File: src/rtl/cv32e40p_pkg.sv
// Shared types for the cv32e40p fetch path.
// Holds the fetch request controller state encoding and address helpers.
package cv32e40p_pkg;

    typedef enum logic [1:0] {
        IDLE,
        RUN,
        BRANCH_WAIT
    } fetch_ctrl_state_e;

    localparam logic [31:0] FETCH_STRIDE = 32'd4;

    function automatic logic [31:0] word_align(input logic [31:0] a);
        return a & ~32'h3;
    endfunction

endpackage

File: src/rtl/cv32e40p_fetch_req_ctrl.sv
// OBI instruction-fetch request sequencer in front of the prefetch FIFO.
// Issues sequential word fetches, redirects, and drops stale responses.
module cv32e40p_fetch_req_ctrl
    import cv32e40p_pkg::*;
#(
    parameter int unsigned FIFO_DEPTH      = 2,
    parameter int unsigned MAX_OUTSTANDING = 2
) (
    input  logic                          clk,
    input  logic                          rst_n,
    input  logic                          req_i,
    input  logic                          branch_i,
    input  logic [31:0]                   branch_addr_i,
    input  logic                          hwlp_jump_i,
    input  logic [31:0]                   hwlp_target_i,
    input  logic [$clog2(FIFO_DEPTH):0]   fifo_cnt_i,
    input  logic                          instr_gnt_i,
    input  logic                          instr_rvalid_i,
    output logic                          instr_req_o,
    output logic [31:0]                   instr_addr_o,
    output logic                          fifo_push_o,
    output logic                          fifo_flush_o,
    output logic                          busy_o
);

    localparam int unsigned OCW = $clog2(MAX_OUTSTANDING + 1);

    fetch_ctrl_state_e state_q, state_d;
    logic [31:0]       addr_q, addr_d;
    logic [31:0]       tgt_q, tgt_d;
    logic [OCW-1:0]    out_cnt_q, out_cnt_d;
    logic [OCW-1:0]    flush_cnt_q, flush_cnt_d;
    logic              pend_q, pend_d;

    logic              redirect;
    logic [31:0]       tgt;
    logic              credit_ok;
    logic              old_gnt;
    logic              gnt_acc;
    logic              drop;

    assign redirect  = branch_i | hwlp_jump_i;
    assign tgt       = word_align(branch_i ? branch_addr_i : hwlp_target_i);
    assign credit_ok = (32'(out_cnt_q) < MAX_OUTSTANDING) &&
                       (32'(out_cnt_q) + 32'(fifo_cnt_i) < FIFO_DEPTH);

    assign fifo_flush_o = redirect;
    assign fifo_push_o  = instr_rvalid_i & (flush_cnt_q == '0) & ~redirect;
    assign busy_o       = instr_req_o | (out_cnt_q != '0);

    // Next-state, request/address generation and counter updates
    always_comb begin
        state_d      = state_q;
        addr_d       = addr_q;
        tgt_d        = tgt_q;
        instr_req_o  = 1'b0;
        instr_addr_o = addr_q;
        old_gnt      = 1'b0;
        unique case (state_q)
            IDLE: begin
                if (req_i) state_d = RUN;
                if (redirect) addr_d = tgt;
            end
            RUN: begin
                instr_req_o = pend_q | (req_i & credit_ok);
                if (!pend_q && redirect) instr_addr_o = tgt;
                if (redirect) begin
                    if (pend_q) begin
                        old_gnt = instr_gnt_i;
                        if (instr_gnt_i) begin
                            addr_d = tgt;
                        end else begin
                            tgt_d   = tgt;
                            state_d = BRANCH_WAIT;
                        end
                    end else if (instr_req_o && instr_gnt_i) begin
                        addr_d = tgt + FETCH_STRIDE;
                    end else begin
                        addr_d = tgt;
                    end
                end else if (instr_req_o && instr_gnt_i) begin
                    addr_d = addr_q + FETCH_STRIDE;
                end
                if (!req_i && !pend_q) state_d = IDLE;
            end
            BRANCH_WAIT: begin
                instr_req_o = 1'b1;
                old_gnt     = instr_gnt_i;
                if (redirect) tgt_d = tgt;
                if (instr_gnt_i) begin
                    addr_d  = redirect ? tgt : tgt_q;
                    state_d = RUN;
                end
            end
            default: state_d = IDLE;
        endcase

        gnt_acc   = instr_req_o & instr_gnt_i;
        pend_d    = instr_req_o & ~instr_gnt_i;
        out_cnt_d = out_cnt_q + OCW'(gnt_acc) - OCW'(instr_rvalid_i);
        drop      = instr_rvalid_i & (flush_cnt_q != '0);
        if (redirect) begin
            flush_cnt_d = out_cnt_q + OCW'(old_gnt) - OCW'(instr_rvalid_i);
        end else begin
            flush_cnt_d = flush_cnt_q + OCW'(old_gnt) - OCW'(drop);
        end
    end

    // State and counter registers
    always_ff @(posedge clk or negedge rst_n) begin
        if (!rst_n) begin
            state_q     <= IDLE;
            addr_q      <= '0;
            tgt_q       <= '0;
            out_cnt_q   <= '0;
            flush_cnt_q <= '0;
            pend_q      <= 1'b0;
        end else begin
            state_q     <= state_d;
            addr_q      <= addr_d;
            tgt_q       <= tgt_d;
            out_cnt_q   <= out_cnt_d;
            flush_cnt_q <= flush_cnt_d;
            pend_q      <= pend_d;
        end
    end

    // A response can only answer a granted transaction
    a_rvalid_needs_txn: assert property (@(posedge clk) disable iff (!rst_n)
        instr_rvalid_i |-> (out_cnt_q != '0));

    // Outstanding count stays within the transaction credit
    a_out_cnt_bound: assert property (@(posedge clk) disable iff (!rst_n)
        32'(out_cnt_q) <= MAX_OUTSTANDING);

endmodule

File: config.mk
export PLATFORM = sky130hd
export DESIGN_NAME = cv32e40p_fetch_req_ctrl
export DESIGN_NICKNAME = d
export VERILOG_FILES = /design/src/rtl/cv32e40p_pkg.sv /design/src/rtl/cv32e40p_fetch_req_ctrl.sv
export SDC_FILE = /design/constraint.sdc
export NUM_CORES = 1
export LEC_CHECK = 0
export CORE_ASPECT_RATIO = 0.5
export CORE_MARGIN = 2
export CORE_UTILIZATION = 54
export DETAILED_ROUTE_END_ITERATION = 6
export PLACE_DENSITY = 0.91
export SLEW_MARGIN = 20
export SYNTH_ARGS = -nofsm -noshare
export SYNTH_HDL_FRONTEND = slang
export SYNTH_SLANG_ARGS = --single-unit
File: constraint.sdc
create_clock -name clk -period 3.6 [get_ports clk]
set_input_delay 0.72 -clock clk [delete_from_list [all_inputs] [get_ports clk]]
set_output_delay 0.72 -clock clk [all_outputs]
set_load 0.02 [all_outputs]
Word-level counts from Yosys, hierarchy flattened --
Cells that the tools add are included.
Word-level totals: register bits after elaboration 71, input port bits 73, word-level logic and storage cells 84
Operators by class: magnitude comparators 2, add/subtract/negate cells 9, bitwise gates (word level) 11, equality and inequality tests 13, reduce and logical (&&, ||, !) cells 15, multiplexer cells 28
Operators by type and width (count):
- 32-bit 2-to-1 mux | 14
- 32-bit one-hot mux with 3 select lines | 1
- 32-bit by 3-bit adder with 32-bit output (second input constant) | 2
- 32-bit one-hot mux with 2 select lines | 1
- 2-bit 2-to-1 mux | 7
- 2-bit inequality test (second input constant) | 6
- 3-bit inequality test (second input constant) | 4
- 5-bit AND reduction | 2
- 2-bit by 1-bit adder with 2-bit output | 3
- 1-bit AND | 6
- 2-bit one-hot mux with 3 select lines | 1
- 2-bit nonzero test | 3
- 2-bit by 1-bit subtractor with 2-bit output | 3
- 1-bit logical AND | 4
- 2-bit logical NOT | 2
- 4-bit inequality test (second input constant) | 1
- 1-bit one-hot mux with 2 select lines | 2
- 4-bit AND reduction | 1
- 2-bit by 2-bit adder with 3-bit output | 1
- 3-bit by 2-bit < comparator with 1-bit output (second input constant) | 1
- 1-bit OR | 3
- 3-bit nonzero test | 1
- 2-bit by 1-bit == test with 1-bit output (second input constant) | 1
- 2-bit == test (second input constant) | 1
- 4 further kinds | 7

Longest topological paths before layout --
Gate-level depths: netlist of run 1.
depth after elaboration 10, mapped depth 13

Least setup slack after synthesis of run 1 --
OpenSTA, ideal clock, no wires.
path type input to register, start input branch_i, end register addr_q[26], library setup time 0.079 ns, data required time 3.521 ns, arrival 3.488 ns, stages on the path 13, path buffers 4, slack 0.032 ns, path through buf_2 -> buf_2 -> buf_2 -> buf_1 -> mux2i_1 -> inv_1 -> ha_1 -> inv_1 -> nor4_1 -> and2_1 -> a31oi_1 -> or3b_2 -> a2bb2oi_1
Between the ends: cells in the longest elaborated chain, start to end 6
RTL lines:
- start, declared | RTL line cv32e40p_fetch_req_ctrl.sv:12 | input logic branch_i,
- 32-bit 2-to-1 mux | RTL line cv32e40p_fetch_req_ctrl.sv:43 | assign tgt = word_align(branch_i ? branch_addr_i : hwlp_target_i);
- 32-bit by 3-bit adder with 32-bit output | RTL line cv32e40p_fetch_req_ctrl.sv:77 | addr_d = tgt + FETCH_STRIDE;
- 32-bit 2-to-1 mux | RTL line cv32e40p_fetch_req_ctrl.sv:76 | end else if (instr_req_o && instr_gnt_i) begin
- 32-bit 2-to-1 mux | RTL line cv32e40p_fetch_req_ctrl.sv:68 | if (pend_q) begin
- 32-bit 2-to-1 mux | RTL line cv32e40p_fetch_req_ctrl.sv:67 | if (redirect) begin
- 32-bit one-hot mux with 3 select lines | RTL line cv32e40p_fetch_req_ctrl.sv:59 | unique case (state_q)
- end signal, assigned | RTL line cv32e40p_fetch_req_ctrl.sv:120 | addr_q <= addr_d;
- end, declared | RTL line cv32e40p_fetch_req_ctrl.sv:29 | logic [31:0] addr_q, addr_d;
Parallel ways exist; a longest one is shown, timed or not. The select of a mux whose other input is x is not followed. A chain may end at the register's enable or synchronous reset.

Final worst setup path of run 1 --
start input hwlp_jump_i, end output instr_addr_o[14]
Between the ends: cells in the longest elaborated chain, start to end 4
RTL lines:
- start, declared | RTL line cv32e40p_fetch_req_ctrl.sv:14 | input logic hwlp_jump_i,
- 1-bit OR | RTL line cv32e40p_fetch_req_ctrl.sv:42 | assign redirect = branch_i | hwlp_jump_i;
- 1-bit logical AND | RTL line cv32e40p_fetch_req_ctrl.sv:66 | if (!pend_q && redirect) instr_addr_o = tgt;
- 32-bit 2-to-1 mux | RTL line cv32e40p_fetch_req_ctrl.sv:66
- 32-bit 2-to-1 mux | RTL line cv32e40p_fetch_req_ctrl.sv:59
- end, declared | RTL line cv32e40p_fetch_req_ctrl.sv:20 | output logic [31:0] instr_addr_o,
Every way passes these cells.

==> results of run 1 <==
-- cell families (layout without fill, tap and decap cells) --
| family | Yosys count | in the layout | synth area share (%) |
|---|---|---|---|
| xor gates and xnor gates | 42 | 42 | 6.11 |
| adders and majority gates | 13 | 13 | 2.83 |
| AOI/OAI and AO/OA | 239 | 239 | 24.2 |
| and+or+nand+nor | 299 | 299 | 25.0 |
| DFF | 71 | 71 | 29.5 |
| muxes | 45 | 45 | 7.57 |
| buffers and inverters | 73 | 202 | 4.74 |
-- placed cells by master (no fill, tap or decap), types with 14 or more instances in the layout --
cell type / instances
nand3_1: 32
a21oi_1: 85
mux2i_1: 40
dfrtp_1: 71
nor2_1: 59
o21ai_0: 82
clkdlybuf4s50_1: 98
nand2_1: 95
nand4_1: 24
xnor2_1: 28
xor2_1: 14
buf_4: 63
-- cells in the mapped netlist (5+ instances only) --
cell / number / share of area (%)
nand2_1: 95 / 5.9
a21oi_1: 85 / 7.1
o21ai_0: 82 / 6.8
dfrtp_1: 71 / 30
nor2_1: 62 / 3.9
clkbuf_1: 48 / 3.0
mux2i_1: 41 / 6.8
nand3_1: 32 / 2.7
xnor2_1: 28 / 4.1
nand4_1: 24 / 2.5
xor2_1: 14 / 2.0
a31oi_1: 13 / 1.4
inv_1: 13 / 0.81
nor3_1: 13 / 1.1
ha_1: 12 / 2.5
buf_2: 9 / 0.75
and2_1: 8 / 0.83
and3_1: 8 / 0.83
nor2b_1: 8 / 0.83
a221oi_1: 7 / 1.0
and4_1: 7 / 1.0
nand4b_1: 7 / 1.0
nand2b_1: 6 / 0.62
nor4_1: 6 / 0.62
a222oi_1: 5 / 0.83
a22oi_1: 5 / 0.62
or3_1: 5 / 0.52
-- cell type report --
| cell class | instances | area share, % |
|---|---|---|
| clock buffers | 13 | 3.29 |
| clock inverters | 3 | 0.221 |
| inverters | 13 | 0.617 |
| multi-input cells | 638 | 50.6 |
| flip-flops and latches | 71 | 22.4 |
| well taps | 145 | 2.29 |
| repair buffers | 173 | 20.5 |
-- flip-flops by register name (all words and copies together), names as in the netlist --
register     flops
addr_q          32
state_q          2
out_cnt_q        2
pend_q           1
tgt_q           32
flush_cnt_q      2
-- worst paths after layout --
kind	startpoint	end	slack (ps)	depth (start not counted)
worst max-delay path	hwlp_jump_i	instr_addr_o[14]	90	8
min in group clk	addr_q[1]	addr_q[1]	480	2
worst min register to register	addr_q[1]	addr_q[1]	480	2
max in group asynchronous	rst_n	tgt_q[29]	2680	2
worst max register to register	out_cnt_q[0]	addr_q[29]	300	10
worst min-delay path	rst_n	tgt_q[15]	270	1
-- layer usage --
metal  vias to the layer above  share of wire (%)  wire length [um]
li1                       3131                  -                 -
met4                         0                3.0               642
met2                       512                 45              9590
met3                        98                 14              2880
met5                         -                  0                 0
met1                      3272                 38              8100
-- per-stage QoR --
step                      power [mW]  worst slack [ps]  instances  hold slack [ps]
final                           6.85              87.2       1056              274
after global routing            7.22              2.67       1056              306
after CTS                       6.60             0.466       1054              286
after detailed placement        5.67              -488       1034              473
after global placement          5.51              -384       1034              454
after floorplan                 4.06              32.4        782              424
-- worst max-delay path, stage by stage --
cell	delay, ps
clkdlybuf4s50_1	520
nor2_2	50
inv_1	60
and2_1	170
nand2b_2	160
buf_12	210
o21ai_0	240
clkdlybuf4s50_1	650
-- power groups by stage --
stage               clock (mW)  combinational (mW)  sequential [mW]
floorplan                    0                2.60             1.46
global placement             0                3.90             1.60
detailed placement           0                4.04             1.63
CTS                      0.859                4.12             1.63
global route             0.893                4.64             1.69
finish                   0.867                4.33             1.65
-- what timing repair did --
item | in CTS | in global routing
endpoints found under the hold margin | 0 | 0
setup buffers | 4 | 2
gates cloned | 0 | 0
endpoints found under the setup margin | 11 | 10
resized for setup | 9 | 10
pin swaps | 5 | 1
==> flow_summary.json, run 1 <==
{
  "hold_class": "in2async",
  "synthesis.area_mm2": 0.00602,
  "use_met2_pct": 55.0,
  "path_class": "in2out",
  "clkSinkCount": 71,
  "die_area_mm2": 0.0121,
  "vdd_drop_max_v": 0.000440,
  "max_freq_mhz": 285,
  "place.gp.congestion": 0.981,
  "critPathCaptureType": "output port",
  "worst-endpoint-arrival_ps": 2790,
  "dpl.hpwl_um": 14400,
  "combinationalPowerShare_pct": 63.2,
  "final_util_pct": 72.5,
  "cts_tree": "done",
  "synth.ff_latch_count": 71,
  "fin_nets": 992,
  "min_period_ps": 3510,
  "clock_latency_ps": 350,
  "ys_warn_count": 0,
  "p_int_mw": 3.56,
  "synth_edf_count": 0,
  "slew_headroom_pct": 41.8,
  "core_mm2": 0.0109,
  "cts_buffers": 9,
  "dr.pass1.iters": 7,
  "area_growth_pct": 31.6,
  "p_seq_share_pct": 24.1,
  "critPathRequiredTime_ps": 2880,
  "io_pins": 109,
  "clock_skew_ps": 6.94,
  "grt_util_all_layers_pct": 34.7,
  "syn_avg_cell_area_um2": 7.69,
  "ant_nets": 0,
  "netlist_instances": 782,
  "grt_setup_unrepaired": "no",
  "worstMarginPinSlew_ps": 865,
  "grt_pass1_vias": 6786,
  "num_vias": 7013,
  "leakagePower_nw": 3.22,
  "syn_nets": 868,
  "ctsHoldBuffers": 0,
  "switching_share_pct": 48.1,
  "synth_cell_type_count": 68,
  "place_area_mm2": 0.00756,
  "clk_pin_slew_ps": 60,
  "multi_input_area_mm2": 0.00401,
  "slew_viol_final": 0,
  "outcome": "complete, but fails checks",
  "fillers": 801,
  "cts_max_level": 3,
  "drc": 10,
  "async_flop_share_pct": 100,
  "grt-ovfl-total": 0,
  "register_area_mm2": 0.00178,
  "clockBufferDepth": 2,
  "switching_power_mw": 3.29,
  "antenna_found_initial": 0,
  "max-cap-violations": 0,
  "violations": "DRC",
  "fp.dieH_um": 78.6,
  "cts_root_buf": "clkbuf_16",
  "seq_area_frac_synth_pct": 29.5,
  "routed_wl_um": 21200,
  "fin_crit_sh_pct": 97.6,
  "drt_first_iter_violations": 1069,
  "gr-usage-met1_pct": 44.0,
  "synth-main-ff-cell": "dfrtp_1",
  "use_met3_pct": 11.2,
  "rows": 27,
  "finalSetupViolCount": 0,
  "busiest_layer": "met2",
  "path_max_fanout": 29,
  "initial_utilization_pct": 55.1,
  "pwr-share-clk_pct": 12.7,
  "postLayoutCellArea_mm2": 0.00792,
  "p_per_area_mw_per_mm2": 865,
  "portBuffers": 104,
  "grt_pass1_wl_um": 33300,
  "drive_gt1_share_pct": 11.9,
  "wl_per_cell_um": 20.1,
  "critPathLaunchType": "primary input",
  "grt_start_max_net_pins": 80,
  "vias_per_cell": 6.64,
  "hold_violations": 0,
  "diodes": 0,
  "die_w_um": 153,
  "fin_tns_setup_ps": 0
}
Power figures use the tool's default switching activity.
==> inputs of run 2 (changes only) <==
- SKIP_CTS_REPAIR_TIMING: unset -> 1
==> flow_summary.json, run 2 (same netlist as run 1, synthesis figures left out) <==
{
  "vias_per_cell": 6.75,
  "worstMarginPinSlew_ps": 789,
  "cts_buffers": 9,
  "fin_tns_setup_ps": 0,
  "fin_nets": 989,
  "top_regs": "addr_q (32), tgt_q (32)",
  "min_period_ps": 3560,
  "io_pins": 109,
  "drive_gt1_share_pct": 12.2,
  "critPathCaptureType": "output port",
  "critPathCapture": "busy_o",
  "clk_pin_slew_ps": 60,
  "worst-endpoint-arrival_ps": 2840,
  "outcome": "complete, no violations",
  "final_util_pct": 72.8,
  "die_w_um": 153,
  "grt_pass1_wl_um": 33200,
  "grt_util_all_layers_pct": 34.6,
  "final_common_cell": "clkdlybuf4s50_1",
  "routed_wl_um": 21400,
  "vdd_drop_max_v": 0.000448,
  "crit_path_start": "fifo_cnt_i[0]",
  "drt_first_iter_violations": 1058,
  "drc": 0,
  "p_per_area_mw_per_mm2": 869,
  "hold_class": "in2async",
  "wl_per_cell_um": 20.3,
  "die_area_mm2": 0.0121,
  "clkSinkCount": 71,
  "area_growth_pct": 32.1,
  "rows": 27,
  "dr.pass1.iters": 6,
  "slew_headroom_pct": 46.9,
  "grt_start_max_net_pins": 80,
  "critPathRequiredTime_ps": 2880,
  "final_cell_mix": "clkdlybuf4s50_1, nand2_1, a21oi_1",
  "power_mw": 6.91,
  "num_vias": 7104,
  "fillers": 786,
  "critPathLaunchType": "primary input",
  "leakagePower_nw": 3.22,
  "grt_setup_unrepaired": "yes",
  "clock_skew_ps": 8.08,
  "fp.dieH_um": 78.6,
  "r2r_setup_slack_ps": 430,
  "cts_tree": "done",
  "path_class": "in2out",
  "portBuffers": 104,
  "ant_nets": 0,
  "path_max_fanout": 3,
  "clockBufferDepth": 2,
  "reg2reg_to": "addr_q[3]",
  "finalSetupViolCount": 0,
  "r2r_cells": 10,
  "place.gp.congestion": 0.981,
  "core_mm2": 0.0109,
  "grt-ovfl-total": 0,
  "max_freq_mhz": 281,
  "cts_root_buf": "clkbuf_16",
  "reg2reg_from": "out_cnt_q[0]",
  "hold_violations": 0,
  "slew_viol_final": 0,
  "diodes": 0,
  "clock_latency_ps": 350,
  "initial_utilization_pct": 55.1,
  "grt_pass1_vias": 6759,
  "fin_crit_sh_pct": 98.9,
  "dpl.hpwl_um": 14400,
  "antenna_found_initial": 0,
  "max-cap-violations": 0,
  "cts_max_level": 3
}
==> run 2: changes by cell type in the layout (fill, tap and decap cells not counted), sizes merged <==
cell           change
buf                -3
clkdlybuf4s50      +2
clkbuf             -1
dlygate4sd2        -1
==> run 2: worst min-delay path by stage <==
stage / from / cells past startpoint / to / slack, ps
CTS: rst_n / 1 / tgt_q[15] / 290
global route: rst_n / 1 / tgt_q[15] / 300
global placement: addr_q[0] / 2 / addr_q[0] / 450
finish: rst_n / 1 / tgt_q[15] / 280
floorplan: rst_n / 0 / addr_q[0] / 420
detailed placement: addr_q[1] / 2 / addr_q[1] / 470
==> run 2: final cells by class <==
cell class	count	area (um^2)	share of cell area (%)
Timing Repair Buffer	170	1620	20.3
Clock buffer	13	260	3.27
Clock inverter	3	17.5	0.220
Tap cell	145	181	2.28
Multi-Input combinational cell	638	4050	50.9
Inverter	13	48.8	0.614
Sequential cell	71	1780	22.4
==> run 2: through the flow <==
| stage | instance area, um^2 | std cells | setup slack (ps) | hold WS (ps) |
|---|---|---|---|---|
| 2_1_floorplan | 6020 | 782 | 32.4 | 424 |
| 3_3_place_gp | 7560 | 1034 | -384 | 454 |
| 3_5_place_dp | 7560 | 1034 | -488 | 473 |
| 4_1_cts | 7840 | 1050 | -512 | 286 |
| 5_1_grt | 7950 | 1053 | -47.4 | 305 |
| 6_report | 7950 | 1053 | 39.6 | 285 |
==> run 2: power breakdown <==
part	internal [mW]	leakage [nW]	switching, mW	total, mW
Clock	0.503	0.136	0.364	0.867
Combinational	1.87	2.24	2.50	4.38
Sequential	1.20	0.841	0.461	1.66
==> run 2: worst max-delay path: stages <==
cell             delay, ps
clkdlybuf4s50_1        470
and2_1                 140
fa_1                   410
or4b_4                 540
nand2b_1               100
a21oi_2                 60
nor2_2                 150
or3_4                  140
buf_6                  100
==> run 2: routing by layer <==
layer | up-vias | share of wire, % | global-route usage, %
li1 | 3124 | - | -
met1 | 3335 | 38 | 43.9
met2 | 539 | 45 | 54.7
met3 | 106 | 13 | 11.3
met4 | 0 | 3.4 | 14.6
met5 | - | 0 | 0
